`src/rtl/cordic_pkg.sv`:
```
// Shared types and constants for the iterative CORDIC sequencer.
// Angle scale: 2^(W-2) = pi/2, so a 32-bit angle wraps at +/-pi.
package cordic_pkg;

  typedef enum logic [1:0] {
    ST_IDLE    = 2'd0,
    ST_PRECORR = 2'd1,
    ST_ITER    = 2'd2,
    ST_DONE    = 2'd3
  } cordic_state_e;

  localparam logic [31:0] ANGLE_PI_HALF_32 = 32'h4000_0000;
  localparam logic [31:0] ANGLE_PI_32      = 32'h8000_0000;

  // Aggregate micro-rotation gain, Q2.30 (1.6467602581)
  localparam logic [31:0] CORDIC_GAIN = 32'h6964_8524;

  // round(atan(2^-i) * 2^31 / pi) for a 32-bit angle word
  localparam logic [31:0] ATAN_TABLE_32 [32] = '{
    32'h2000_0000, 32'h12E4_051E, 32'h09FB_385B, 32'h0511_11D4,
    32'h028B_0D43, 32'h0145_D7E1, 32'h00A2_F61E, 32'h0051_7C55,
    32'h0028_BE53, 32'h0014_5F2F, 32'h000A_2F98, 32'h0005_17CC,
    32'h0002_8BE6, 32'h0001_45F3, 32'h0000_A2FA, 32'h0000_517D,
    32'h0000_28BE, 32'h0000_145F, 32'h0000_0A30, 32'h0000_0518,
    32'h0000_028C, 32'h0000_0146, 32'h0000_00A3, 32'h0000_0051,
    32'h0000_0029, 32'h0000_0014, 32'h0000_000A, 32'h0000_0005,
    32'h0000_0003, 32'h0000_0001, 32'h0000_0001, 32'h0000_0000
  };

  // Rescales the 32-bit table to a narrower angle word with rounding.
  function automatic logic [31:0] atan_entry(input logic [4:0] idx, input int unsigned width);
    logic [31:0] raw;
    int unsigned sh;
    raw = ATAN_TABLE_32[idx];
    sh  = 32 - width;
    if (sh == 0) return raw;
    return (raw + (32'd1 << (sh - 1))) >> sh;
  endfunction

endpackage

```
`src/rtl/cordic_if.sv`:
```
// Bundle between the iteration sequencer (controller) and the
// combinational micro-rotation core.
interface cordic_if #(
  parameter int p_WIDTH = 32
);
  localparam int c_SHW = $clog2(p_WIDTH);

  logic signed [p_WIDTH-1:0] xprev, yprev, zprev;
  logic signed [p_WIDTH-1:0] xnext, ynext, znext;
  logic                      dir;
  logic                      mode;
  logic        [p_WIDTH-1:0] angle;
  logic        [c_SHW-1:0]   shift_amnt;

  modport controller (
    output xprev, yprev, zprev, dir, mode, angle, shift_amnt,
    input  xnext, ynext, znext
  );

  modport core (
    input  xprev, yprev, zprev, dir, mode, angle, shift_amnt,
    output xnext, ynext, znext
  );
endinterface

```
`src/rtl/cordic_atan_rom.sv`:
```
// Combinational arctangent table: idx -> atan(2^-idx) in the angle
// encoding of a p_WIDTH-bit word.
module cordic_atan_rom
  import cordic_pkg::*;
#(
  parameter int p_WIDTH = 32
) (
  input  logic [$clog2(p_WIDTH)-1:0] idx,
  output logic [p_WIDTH-1:0]         angle
);

  logic [31:0] entry;

  assign entry = atan_entry(5'(idx), p_WIDTH);
  assign angle = entry[p_WIDTH-1:0];

endmodule

```
`src/rtl/cordic_iter_ctrl.sv`:
```
// Iterative CORDIC sequencer: loads one job, loops p_ITER passes through the
// external core, presents the result. CORDIC_QUAD_CORR_EN adds a quadrant pre-correction cycle.
//
//   state      | meaning
//   -----------+---------------------------------------------------------
//   ST_IDLE    | in_ready=1, waiting for a job
//   ST_PRECORR | quadrant fold into convergence range (macro build only)
//   ST_ITER    | one micro-rotation per cycle, i = 0 .. p_ITER-1
//   ST_DONE    | out_valid=1, result held until out_ready
module cordic_iter_ctrl
  import cordic_pkg::*;
#(
  parameter int p_WIDTH = 32,
  parameter int p_ITER  = 24
) (
  input  logic                      clk,
  input  logic                      rst_n,
  input  logic                      in_valid,
  output logic                      in_ready,
  input  logic signed [p_WIDTH-1:0] in_x,
  input  logic signed [p_WIDTH-1:0] in_y,
  input  logic signed [p_WIDTH-1:0] in_z,
  input  logic                      in_mode,
  output logic                      out_valid,
  input  logic                      out_ready,
  output logic signed [p_WIDTH-1:0] out_x,
  output logic signed [p_WIDTH-1:0] out_y,
  output logic signed [p_WIDTH-1:0] out_z,
  cordic_if.controller              core
);

  localparam int                c_IW   = $clog2(p_WIDTH);
  localparam logic [c_IW-1:0]   c_LAST = c_IW'(p_ITER - 1);

  cordic_state_e             state, state_nxt;
  logic signed [p_WIDTH-1:0] x_reg, y_reg, z_reg;
  logic                      mode_reg;
  logic [c_IW-1:0]           i_reg;
  logic [p_WIDTH-1:0]        angle_rom;

`ifdef CORDIC_QUAD_CORR_EN
  localparam logic signed [p_WIDTH-1:0] c_PI_HALF = p_WIDTH'(ANGLE_PI_HALF_32 >> (32 - p_WIDTH));
  localparam logic signed [p_WIDTH-1:0] c_PI      = p_WIDTH'(ANGLE_PI_32 >> (32 - p_WIDTH));

  logic signed [p_WIDTH-1:0] x_pc, y_pc, z_pc;

  // Fold the start vector so the remaining angle lies within +/-pi/2.
  always_comb begin
    x_pc = x_reg;
    y_pc = y_reg;
    z_pc = z_reg;
    if (mode_reg) begin
      if (x_reg[p_WIDTH-1]) begin
        x_pc = -x_reg;
        y_pc = -y_reg;
        z_pc = z_reg + c_PI;
      end
    end else if (z_reg > c_PI_HALF) begin
      x_pc = -y_reg;
      y_pc = x_reg;
      z_pc = z_reg - c_PI_HALF;
    end else if (z_reg < -c_PI_HALF) begin
      x_pc = y_reg;
      y_pc = -x_reg;
      z_pc = z_reg + c_PI_HALF;
    end
  end
`endif

  always_ff @(posedge clk or negedge rst_n) begin
    if (!rst_n) state <= ST_IDLE;
    else        state <= state_nxt;
  end

  always_comb begin
    state_nxt = state;
    case (state)
      ST_IDLE: begin
        if (in_valid) begin
`ifdef CORDIC_QUAD_CORR_EN
          state_nxt = ST_PRECORR;
`else
          state_nxt = ST_ITER;
`endif
        end
      end
      ST_PRECORR: state_nxt = ST_ITER;
      ST_ITER:    if (i_reg == c_LAST) state_nxt = ST_DONE;
      ST_DONE:    if (out_ready) state_nxt = ST_IDLE;
      default:    state_nxt = ST_IDLE;
    endcase
  end

  always_comb begin
    in_ready  = (state == ST_IDLE);
    out_valid = (state == ST_DONE);
  end

  always_ff @(posedge clk or negedge rst_n) begin
    if (!rst_n) begin
      x_reg    <= '0;
      y_reg    <= '0;
      z_reg    <= '0;
      mode_reg <= 1'b0;
      i_reg    <= '0;
    end else begin
      case (state)
        ST_IDLE: begin
          if (in_valid) begin
            x_reg    <= in_x;
            y_reg    <= in_y;
            z_reg    <= in_z;
            mode_reg <= in_mode;
            i_reg    <= '0;
          end
        end
`ifdef CORDIC_QUAD_CORR_EN
        ST_PRECORR: begin
          x_reg <= x_pc;
          y_reg <= y_pc;
          z_reg <= z_pc;
        end
`endif
        ST_ITER: begin
          x_reg <= core.xnext;
          y_reg <= core.ynext;
          z_reg <= core.znext;
          i_reg <= i_reg + 1'b1;
        end
        default: ;
      endcase
    end
  end

  cordic_atan_rom #(
    .p_WIDTH (p_WIDTH)
  ) u_atan_rom (
    .idx   (i_reg),
    .angle (angle_rom)
  );

  // Rotation drives z toward 0, vectoring drives y toward 0.
  assign core.dir        = mode_reg ? y_reg[p_WIDTH-1] : ~z_reg[p_WIDTH-1];
  assign core.xprev      = x_reg;
  assign core.yprev      = y_reg;
  assign core.zprev      = z_reg;
  assign core.mode       = mode_reg;
  assign core.angle      = angle_rom;
  assign core.shift_amnt = i_reg;

  assign out_x = x_reg;
  assign out_y = y_reg;
  assign out_z = z_reg;

endmodule

```
`src/flat_wrapper.sv`:
```
// flat-port wrapper written by rule: the top's interface ports become plain ports
module cordic_iter_ctrl_flat import cordic_pkg::*;
#(
  parameter int p_WIDTH = 32,
  parameter int p_ITER  = 24
)
  (clk, rst_n, in_valid, in_ready, in_x, in_y, in_z, in_mode, out_valid, out_ready, out_x, out_y, out_z, core_xprev, core_yprev, core_zprev, core_dir, core_mode, core_angle, core_shift_amnt, core_xnext, core_ynext, core_znext);
  cordic_if #(.p_WIDTH(p_WIDTH)) core_i ();
  input  logic clk;
  input  logic rst_n;
  input  logic in_valid;
  output logic in_ready;
  input  logic signed [p_WIDTH-1:0] in_x;
  input  logic signed [p_WIDTH-1:0] in_y;
  input  logic signed [p_WIDTH-1:0] in_z;
  input  logic in_mode;
  output logic out_valid;
  input  logic out_ready;
  output logic signed [p_WIDTH-1:0] out_x;
  output logic signed [p_WIDTH-1:0] out_y;
  output logic signed [p_WIDTH-1:0] out_z;
  output wire logic [$bits(core_i.xprev)-1:0] core_xprev;
  output wire logic [$bits(core_i.yprev)-1:0] core_yprev;
  output wire logic [$bits(core_i.zprev)-1:0] core_zprev;
  output wire logic [$bits(core_i.dir)-1:0] core_dir;
  output wire logic [$bits(core_i.mode)-1:0] core_mode;
  output wire logic [$bits(core_i.angle)-1:0] core_angle;
  output wire logic [$bits(core_i.shift_amnt)-1:0] core_shift_amnt;
  input wire logic [$bits(core_i.xnext)-1:0] core_xnext;
  input wire logic [$bits(core_i.ynext)-1:0] core_ynext;
  input wire logic [$bits(core_i.znext)-1:0] core_znext;
  assign core_xprev = core_i.xprev;
  assign core_yprev = core_i.yprev;
  assign core_zprev = core_i.zprev;
  assign core_dir = core_i.dir;
  assign core_mode = core_i.mode;
  assign core_angle = core_i.angle;
  assign core_shift_amnt = core_i.shift_amnt;
  assign core_i.xnext = core_xnext;
  assign core_i.ynext = core_ynext;
  assign core_i.znext = core_znext;
  cordic_iter_ctrl #(.p_WIDTH(p_WIDTH), .p_ITER(p_ITER)) u_core (.clk(clk), .rst_n(rst_n), .in_valid(in_valid), .in_ready(in_ready), .in_x(in_x), .in_y(in_y), .in_z(in_z), .in_mode(in_mode), .out_valid(out_valid), .out_ready(out_ready), .out_x(out_x), .out_y(out_y), .out_z(out_z), .core(core_i));
endmodule
```
`config.mk`:
```
export PLATFORM = sky130hd
export DESIGN_NAME = cordic_iter_ctrl_flat
export DESIGN_NICKNAME = d
export VERILOG_FILES = /design/src/rtl/cordic_pkg.sv /design/src/rtl/cordic_if.sv /design/src/rtl/cordic_atan_rom.sv /design/src/rtl/cordic_iter_ctrl.sv /design/src/flat_wrapper.sv
export SDC_FILE = /design/constraint.sdc
export NUM_CORES = 1
export LEC_CHECK = 0
export BUFFER_PORTS_ARGS = -buffer_cell sky130_fd_sc_hd__buf_2
export CAP_MARGIN = 30
export CORE_AREA = 2 2 169 171
export CTS_CLUSTER_SIZE = 12
export DETAILED_ROUTE_END_ITERATION = 10
export DIE_AREA = 0 0 171 173
export PLACE_DENSITY = 0.52
export SYNTH_ARGS = -nofsm -noshare
export SYNTH_HDL_FRONTEND = slang
export SYNTH_HIERARCHICAL = 1
export SYNTH_SLANG_ARGS = --single-unit
```
`constraint.sdc`:
```
create_clock -name clk -period 3.4 [get_ports clk]
set_input_delay 0.51 -clock clk [delete_from_list [all_inputs] [get_ports clk]]
set_output_delay 0.51 -clock clk [all_outputs]
set_load 0.02 [all_outputs]
```
==> results.yml, run 1 <==
cells_and_area:
  drive_gt1_share_pct: 41.98
  ff_latch_area_sq_mm: 0.002610
  diodes: 0
  nFillCells: 3027
  fin_cells: 1500
  layout_common_cells: "buf_2, a21oi_1, dfrtp_1, nor2b_1, a22oi_1"
  syn_to_final_growth_pct: 28.03
  fin_nets: 1323
  utilization_pct: 32.87
  multiInputGateArea_sq_mm: 0.003341
  final_common_cell: "buf_2"
timing:
  fmax_ghz: 0.3705
  period_share_pct: 79.38
  rsz0062_at_grt: "no"
  finalCriticalPeriod_ns: 2.699
  finClkSkew_ns: 0.01147
  worst_pin_slew_ns: 0.7558
  maxSlewViolCount: 0
  setup_viol: 0
  slew_headroom_pct: 49.62
  hold_viol: 0
  setup-tns-final_ns: 0
  worst_slack_ns: 0.7010
min_path:
  holdCritPathClass: "in -> reg"
  hold_path_end: "u_core/state[1]"
  worstHoldStart: "out_ready"
  hold_path_depth: 2
cts:
  post_cts_resized: 0
  cts_sinks: 104
  clockBufferDepth: 2
  hold_buffers: 1
  cts_setup_buffers: 0
  htreeDepth: 3
  root_buffer: "clkbuf_16"
  cts_buffers: 9
  clk_latency_ns: 0.36
  path_clk_slew_ns: 0.08
  cts_tree: "done"
yosys:
  synth.distinct_cells: 44
  synthFlopType: "dfrtp_1"
  postSynthAreaPerCell_sq_um: 8.536
  async_flop_share_pct: 100.0
  synth_seq_cells: 104
  synth-edff-count: 0
  yosysSeqAreaShare_pct: 36.69
  netlist_instances: 831
  yosys_warnings: 6
  synth_area_sq_mm: 0.007093
critical_path:
  arrival_ns: 2.19
  path_class: "reg -> out"
  cp-start-kind: "register"
  critPathCaptureType: "primary output"
  r2r-end: "u_core/core.xprev[9]"
  critPathMaxFanout: 10
  reg2reg_slack_ns: 1.46
  rr_startpoint: "u_core/state[0]"
  r2r_cells: 3
  crit_required_ns: 2.89
die:
  io_pins: 430
  num_rows: 61
  core_sq_mm: 0.02763
  die_area_sq_mm: 0.02958
  die_y_um: 173
  die_w_um: 171
  start_util_pct: 25.67
drt:
  drt-total-wl_um: 26440
  vias: 7306
  dr.max_layer_used: "met4"
  wl_met1_um: 11700
  initialDrtViolationCount: 598
  wl_met2_um: 12710
  routed_via_density: 4.871
  wl_per_cell_um: 17.63
  final_antenna_net_count: 0
  dr_wl_met3_um: 1556
  drc: 0
  drtPass1Iterations: 5
global_route:
  grt_pass1_wl_um: 40170
  grt_use_total_pct: 17.06
  grt_pass1_vias: 6797
  globalRouteOverflowTotal: 0
  antenna_found_initial: 0
  grt_max_degree: 92
place:
  place_ws_ns: 1.115
  io_buffer_count: 427
  routabilityCongestion: 0.8536
  hpwl_um: 18480
  dp.cells: 1483
outcome:
  outcome: "completed"
run:
  maxCapViolations: 0
power_and_ir_drop:
  leakage_nw: 4.475
  ir_drop_v: 0.0003291
  power.density_mw_per_mm2: 1094
-- metrics by stage --
| step | total power [mW] | hold slack [ns] | cell area (sq um) |
|---|---|---|---|
| after floorplan | 7.283 | 0.2144 | 7097 |
| after global placement | 8.839 | 0.3422 | 8762 |
| after detailed placement | 8.814 | 0.3415 | 8762 |
| after CTS | 9.995 | 0.3234 | 9081 |
| after global routing | 10.64 | 0.3490 | 9081 |
| final | 9.937 | 0.3506 | 9081 |
-- power breakdown --
part           switching [mW]  internal (mW)  total, mW
clock network           0.540          0.589       1.13
registers               0.811           1.80       2.61
logic                    4.02           2.18       6.20
total                    5.37           4.57       9.94
-- layer usage --
| layer | vias up | track usage (%) |
|---|---|---|
| met5 | - | 0 |
| met2 | 319 | 27.22 |
| met3 | 28 | 2.884 |
| met4 | 0 | 4.838 |
| li1 | 3429 | - |
| met1 | 3530 | 23.66 |
-- worst max-delay path: stages (launching register included) --
cell      delay, ns
dfrtp_1        0.38
inv_1          0.21
ha_1           0.46
nand2_1        0.13
a21boi_0       0.18
o22a_1         0.23
nor2_1         0.09
buf_2          0.17
-- worst max path at each step --
stage | start | endpoint | slack [ns] | cells after the start
after CTS | u_core/core.shift_amnt[1] | core_angle[19] | 0.71 | 7
after floorplan | u_core/core.shift_amnt[1] | core_angle[15] | 0.85 | 6
after global placement | u_core/core.shift_amnt[1] | core_angle[19] | 1.09 | 7
final | u_core/core.shift_amnt[1] | core_angle[19] | 0.70 | 7
after detailed placement | u_core/core.shift_amnt[1] | core_angle[19] | 1.12 | 7
after global routing | u_core/core.shift_amnt[4] | core_angle[11] | 0.55 | 5
-- layout make-up --
class | instances | area share, %
sequential | 104 | 28.74
clock buffer | 9 | 2.480
timing repair buffer | 444 | 25.57
inverter | 7 | 0.2893
clock inverter | 7 | 0.9231
multi-input combinational | 551 | 36.79
tap | 378 | 5.208
-- synth_stat cells (2+ instances only) --
master / n / area share, %
a22oi_1: 98 / 10
nor2b_1: 101 / 8.9
o22ai_1: 5 / 0.44
ha_1: 9 / 1.6
o21ai_0: 72 / 5.1
a31oi_1: 4 / 0.35
a211oi_1: 7 / 0.74
buf_1: 4 / 0.21
o311a_1: 2 / 0.28
mux2i_1: 5 / 0.71
o22a_1: 3 / 0.37
a211o_1: 2 / 0.25
buf_2: 28 / 2.0
mux2_2: 3 / 0.48
inv_2: 2 / 0.11
nor2_1: 18 / 0.95
clkbuf_1: 24 / 1.3
inv_1: 5 / 0.26
nand2b_1: 10 / 0.88
nor3_1: 4 / 0.28
nand2_1: 21 / 1.1
dfrtp_1: 104 / 37
nand4_1: 2 / 0.18
a21oi_1: 117 / 8.3
nand3_1: 5 / 0.35
buf_6: 11 / 1.7
and2_1: 4 / 0.35
buf_4: 103 / 11
o21ai_1: 43 / 3.0
-- kinds of logic (layout without fill, tap and decap cells) --
family / count (synthesis) / after routing / share of synthesized area [%]
other: 1 / 2 / 0.05287
adders and majority gates: 9 / 9 / 1.588
buffers and inverters: 177 / 467 / 16.48
DFF: 104 / 104 / 36.69
and+or+nand+nor: 170 / 170 / 13.58
muxes: 9 / 9 / 1.499
AOI/OAI and AO/OA: 361 / 361 / 30.11
Note: power is estimated with default switching activity, not from simulation.
==> run 2, diff against run 1 <==
- PLACE_DENSITY: 0.52 -> 0.54
- clock period: 3.4 -> 2.4 ns (I/O delays scaled with it)
==> results.yml, run 2 (same netlist as run 1, synthesis figures left out) <==
die:
  die_y_um: 173
  num_rows: 61
  die_w_um: 171
  die_area_sq_mm: 0.02958
  core_sq_mm: 0.02763
  io_pins: 430
  start_util_pct: 25.67
cts:
  hold_buffers: 0
  root_buffer: "clkbuf_16"
  clk_latency_ns: 0.35
  htreeDepth: 3
  clockBufferDepth: 2
  cts_buffers: 9
  cts_sinks: 104
  path_clk_slew_ns: 0.09
  cts_tree: "done"
cells_and_area:
  ff_latch_area_sq_mm: 0.002616
  fin_nets: 1338
  diodes: 0
  layout_common_cells: "buf_2, a21oi_1, dfrtp_1, nor2b_1, a22oi_1"
  drive_gt1_share_pct: 43.62
  nFillCells: 2971
  multiInputGateArea_sq_mm: 0.003366
  syn_to_final_growth_pct: 29.99
  final_common_cell: "buf_2"
power_and_ir_drop:
  leakage_nw: 4.535
  ir_drop_v: 0.0004658
  power.density_mw_per_mm2: 1554
  power_mw: 14.33
timing:
  period_share_pct: 96.10
  rsz0062_at_grt: "yes"
  worst_pin_slew_ns: 0.6542
  setup-tns-final_ns: 0
  setup_viol: 0
  finalCriticalPeriod_ns: 2.306
  slew_headroom_pct: 56.39
  maxSlewViolCount: 0
  hold_viol: 0
  finClkSkew_ns: 0.01866
  fmax_ghz: 0.4336
critical_path:
  crit_required_ns: 2.04
  path_class: "reg -> out"
  r2r_cells: 4
  arrival_ns: 1.95
  critPathCaptureType: "primary output"
  critPathMaxFanout: 16
  cp-start-kind: "register"
global_route:
  grt_pass1_vias: 6830
  grt_max_degree: 105
  antenna_found_initial: 0
  globalRouteOverflowTotal: 0
  grt_pass1_wl_um: 40420
  grt_use_total_pct: 17.19
place:
  hpwl_um: 18790
  io_buffer_count: 427
  routabilityCongestion: 0.8757
outcome:
  outcome: "completed"
drt:
  drt-total-wl_um: 26440
  drtPass1Iterations: 5
  initialDrtViolationCount: 495
  wl_per_cell_um: 17.45
  vias: 7254
  final_antenna_net_count: 0
  routed_via_density: 4.788
  drc: 0
min_path:
  holdCritPathClass: "in -> async"
run:
  maxCapViolations: 0
==> run 2: cell count changes in the layout (fill, tap and decap cells not counted), sizes merged <==
| cell | delta |
|---|---|
| buf | +16 |
| bufinv | -1 |
| clkinvlp | +2 |
| dlygate4sd3 | -1 |
| inv | -1 |
==> run 2: through the flow <==
stage	instance area, sq um	worst slack (ns)	util (%)	cells	hold slack [ns]
after floorplan	7102	0.06395	-	832	0.06441
after global placement	8855	0.2553	32.05	1493	0.4990
after detailed placement	8855	0.2697	32.05	1493	0.4970
after CTS	9161	0.02307	33.16	1510	0.1006
after global routing	9220	-0.02540	33.37	1515	0.08555
final	9220	0.09355	33.37	1515	0.04137
==> run 2: final timing paths <==
kind	startpoint	end	slack, ns
max	u_core/core.shift_amnt[1]	core_angle[7]	0.09
min	rst_n	u_core/core.yprev[1]	0.04
max reg2reg	u_core/state[0]	u_core/core.zprev[0]	0.75
min reg2reg	u_core/core.xprev[14]	u_core/core.xprev[14]	0.57
max in group asynchronous	rst_n	u_core/core.shift_amnt[2]	1.78
min in group clk	out_ready	u_core/state[1]	0.20
==> run 2: cell type report <==
type / instances / share of cell area (%)
clock inverter: 7 / 0.5835
multi-input combinational: 551 / 36.50
tap: 378 / 5.130
clock buffer: 9 / 2.443
timing repair buffer: 459 / 26.68
sequential: 104 / 28.38
inverter: 7 / 0.2850
==> run 2: worst max-delay path, stage by stage, from the launching register on <==
cell and delay (ns):
dfrtp_1 0.39, buf_4 0.21, ha_4 0.22, mux2_2 0.27, nand2_1 0.07, o311a_1 0.20, o22ai_1 0.09, buf_2 0.16
==> run 2: power breakdown <==
group          switching, mW  internal, mW
combinational           5.97          3.33
clock                  0.749         0.718
sequential             0.995          2.56
total                   7.71          6.62
==> run 2: routing by layer <==
layer	up-vias	GRT usage, %	wire length (um)
met5	-	0	0
met3	27	2.861	1585
met1	3442	23.66	11620
met4	0	4.979	532
met2	329	27.59	12710
li1	3456	-	-
==> run 2: what timing repair did <==
action / in CTS / in global routing
pin swaps: 0 / 1
gates resized for setup: 7 / 13
setup endpoints to repair: 7 / 15
buffers inserted: 1 / 5
==> run 3, diff against run 2 <==
- MAX_ROUTING_LAYER: unset -> met4
==> results.yml, run 3 (same netlist as run 1, synthesis figures left out) <==
drt:
  drt-total-wl_um: 26590
  drc: 0
  drtPass1Iterations: 5
  final_antenna_net_count: 0
  wl_per_cell_um: 17.58
  vias: 7240
  initialDrtViolationCount: 393
  routed_via_density: 4.788
die:
  io_pins: 430
  start_util_pct: 25.67
  core_sq_mm: 0.02763
  die_y_um: 173
  die_w_um: 171
  num_rows: 61
  die_area_sq_mm: 0.02958
critical_path:
  rr_startpoint: "u_core/state[0]"
  endpoint: "core_angle[8]"
  critPathMaxFanout: 6
  r2r_cells: 4
  cp-start-kind: "register"
  critPathCaptureType: "primary output"
  slowest_stage: "mux4_2"
  reg2reg_slack_ns: 0.66
  cpPeakStageDelay_ns: 0.47
  arrival_ns: 1.95
  path_class: "reg -> out"
  r2r-end: "u_core/core.shift_amnt[0]"
  crit_required_ns: 2.04
  path_cells: "inv_1 > buf_4 > ha_4 > mux4_2 > nand2_1 > o21ai_1 > buf_2"
  critPathLaunch: "u_core/core.shift_amnt[1]"
power_and_ir_drop:
  power_mw: 14.33
  p_int_mw: 6.619
  p_switching_mw: 7.709
  clock_power_share_pct: 10.4
  ir_drop_v: 0.0004932
  netSwitchingFraction_pct: 53.80
  pwr-share-seq_pct: 24.8
  leakage_nw: 4.536
  power.density_mw_per_mm2: 1550
  p_comb_share_pct: 64.8
cts:
  root_buffer: "clkbuf_16"
  htreeDepth: 3
  hold_buffers: 0
  cts_buffers: 9
  path_clk_slew_ns: 0.08
  clockBufferDepth: 2
  clk_latency_ns: 0.36
  cts_tree: "done"
  cts_sinks: 104
cells_and_area:
  diodes: 0
  nFillCells: 2954
  layout_common_cells: "buf_2, a21oi_1, dfrtp_1, nor2b_1, a22oi_1"
  drive_gt1_share_pct: 43.30
  syn_to_final_growth_pct: 30.36
  final_common_cell: "buf_2"
  fin_nets: 1335
  utilization_pct: 33.47
timing:
  maxSlewViolCount: 0
  slew_headroom_pct: 59.12
  hold_viol: 0
  finClkSkew_ns: 0.01794
  setup_viol: 0
  fmax_ghz: 0.4334
  period_share_pct: 96.15
  rsz0062_at_grt: "yes"
  worst_pin_slew_ns: 0.6131
  finalCriticalPeriod_ns: 2.308
  setup-tns-final_ns: 0
outcome:
  outcome: "completed"
place:
  io_buffer_count: 427
  routabilityCongestion: 0.8616
  hpwl_um: 18830
min_path:
  holdCritPathClass: "in -> async"
global_route:
  globalRouteOverflowTotal: 0
  grt_use_total_pct: 17.67
  grt_pass1_vias: 6881
  grt_pass1_wl_um: 40450
  antenna_found_initial: 0
  grt_max_degree: 105
run:
  maxCapViolations: 0
[run 3: cell types whose count changed in the layout (fill, tap and decap cells not counted), sizes merged]
cell,before,now
clkinv,2,1
clkbuf,9,10
buf,459,456
[run 3: layout make-up]
| class | count | area, sq um | area share (%) |
|---|---|---|---|
| clock inverter | 6 | 48.80 | 0.5277 |
| multi-input combinational | 551 | 3390 | 36.66 |
| tap | 378 | 473.0 | 5.115 |
| inverter | 7 | 26.28 | 0.2842 |
| clock buffer | 10 | 239.0 | 2.585 |
| sequential | 104 | 2611 | 28.24 |
| timing repair buffer | 456 | 2459 | 26.59 |
[run 3: routing by layer]
metal	global-route usage, %	vias up	wire length [um]
li1	-	3454	-
met1	23.89	3456	11910
met2	27.74	294	12830
met3	2.312	36	1379
met4	4.767	0	476
met5	-	-	0
[run 3: how the worst min path moves through the flow]
stage,cells past startpoint,to,slack (ns)
finish,2,u_core/core.zprev[22],0.07
global route,2,u_core/core.zprev[22],0.13
CTS,2,u_core/core.zprev[30],0.10
detailed placement,2,u_core/core.zprev[30],0.50
global placement,2,u_core/core.zprev[30],0.50
floorplan,0,u_core/core.mode,0.06
[run 3: worst max-delay path: cells and delay by family (launching register included)]
| family | cells | cell delay [ns] |
|---|---|---|
| and+or+nand+nor | 1 | 0.09 |
| muxes | 1 | 0.47 |
| AOI/OAI and AO/OA | 1 | 0.08 |
| DFF | 1 | 0.36 |
| adders and majority gates | 1 | 0.19 |
| buffers and inverters | 3 | 0.41 |
[run 3: power by group through the flow]
stage / Combinational [mW] / Clock (mW) / Sequential, mW
floorplan: 6.06 / 0 / 4.27
global placement: 9.19 / 0 / 3.56
detailed placement: 9.15 / 0 / 3.56
CTS: 9.23 / 1.56 / 3.55
global route: 10.0 / 1.62 / 3.71
finish: 9.28 / 1.49 / 3.56
[run 3: what timing repair did]
action	CTS	global route
pin swaps	1	0
endpoints found under the setup margin	8	6
gates resized for setup	6	8
setup buffers	2	0
[run 3: through the flow]
step | std cells | instance area [sq um] | hold slack (ns) | setup WS, ns
5_1_grt | 1512 | 9246 | 0.1280 | 0.004669
4_1_cts | 1512 | 9213 | 0.1048 | 0.03102
3_5_place_dp | 1494 | 8887 | 0.5021 | 0.2898
3_3_place_gp | 1494 | 8887 | 0.5009 | 0.2782
2_1_floorplan | 832 | 7102 | 0.06441 | 0.06395
6_report | 1512 | 9246 | 0.07305 | 0.09247
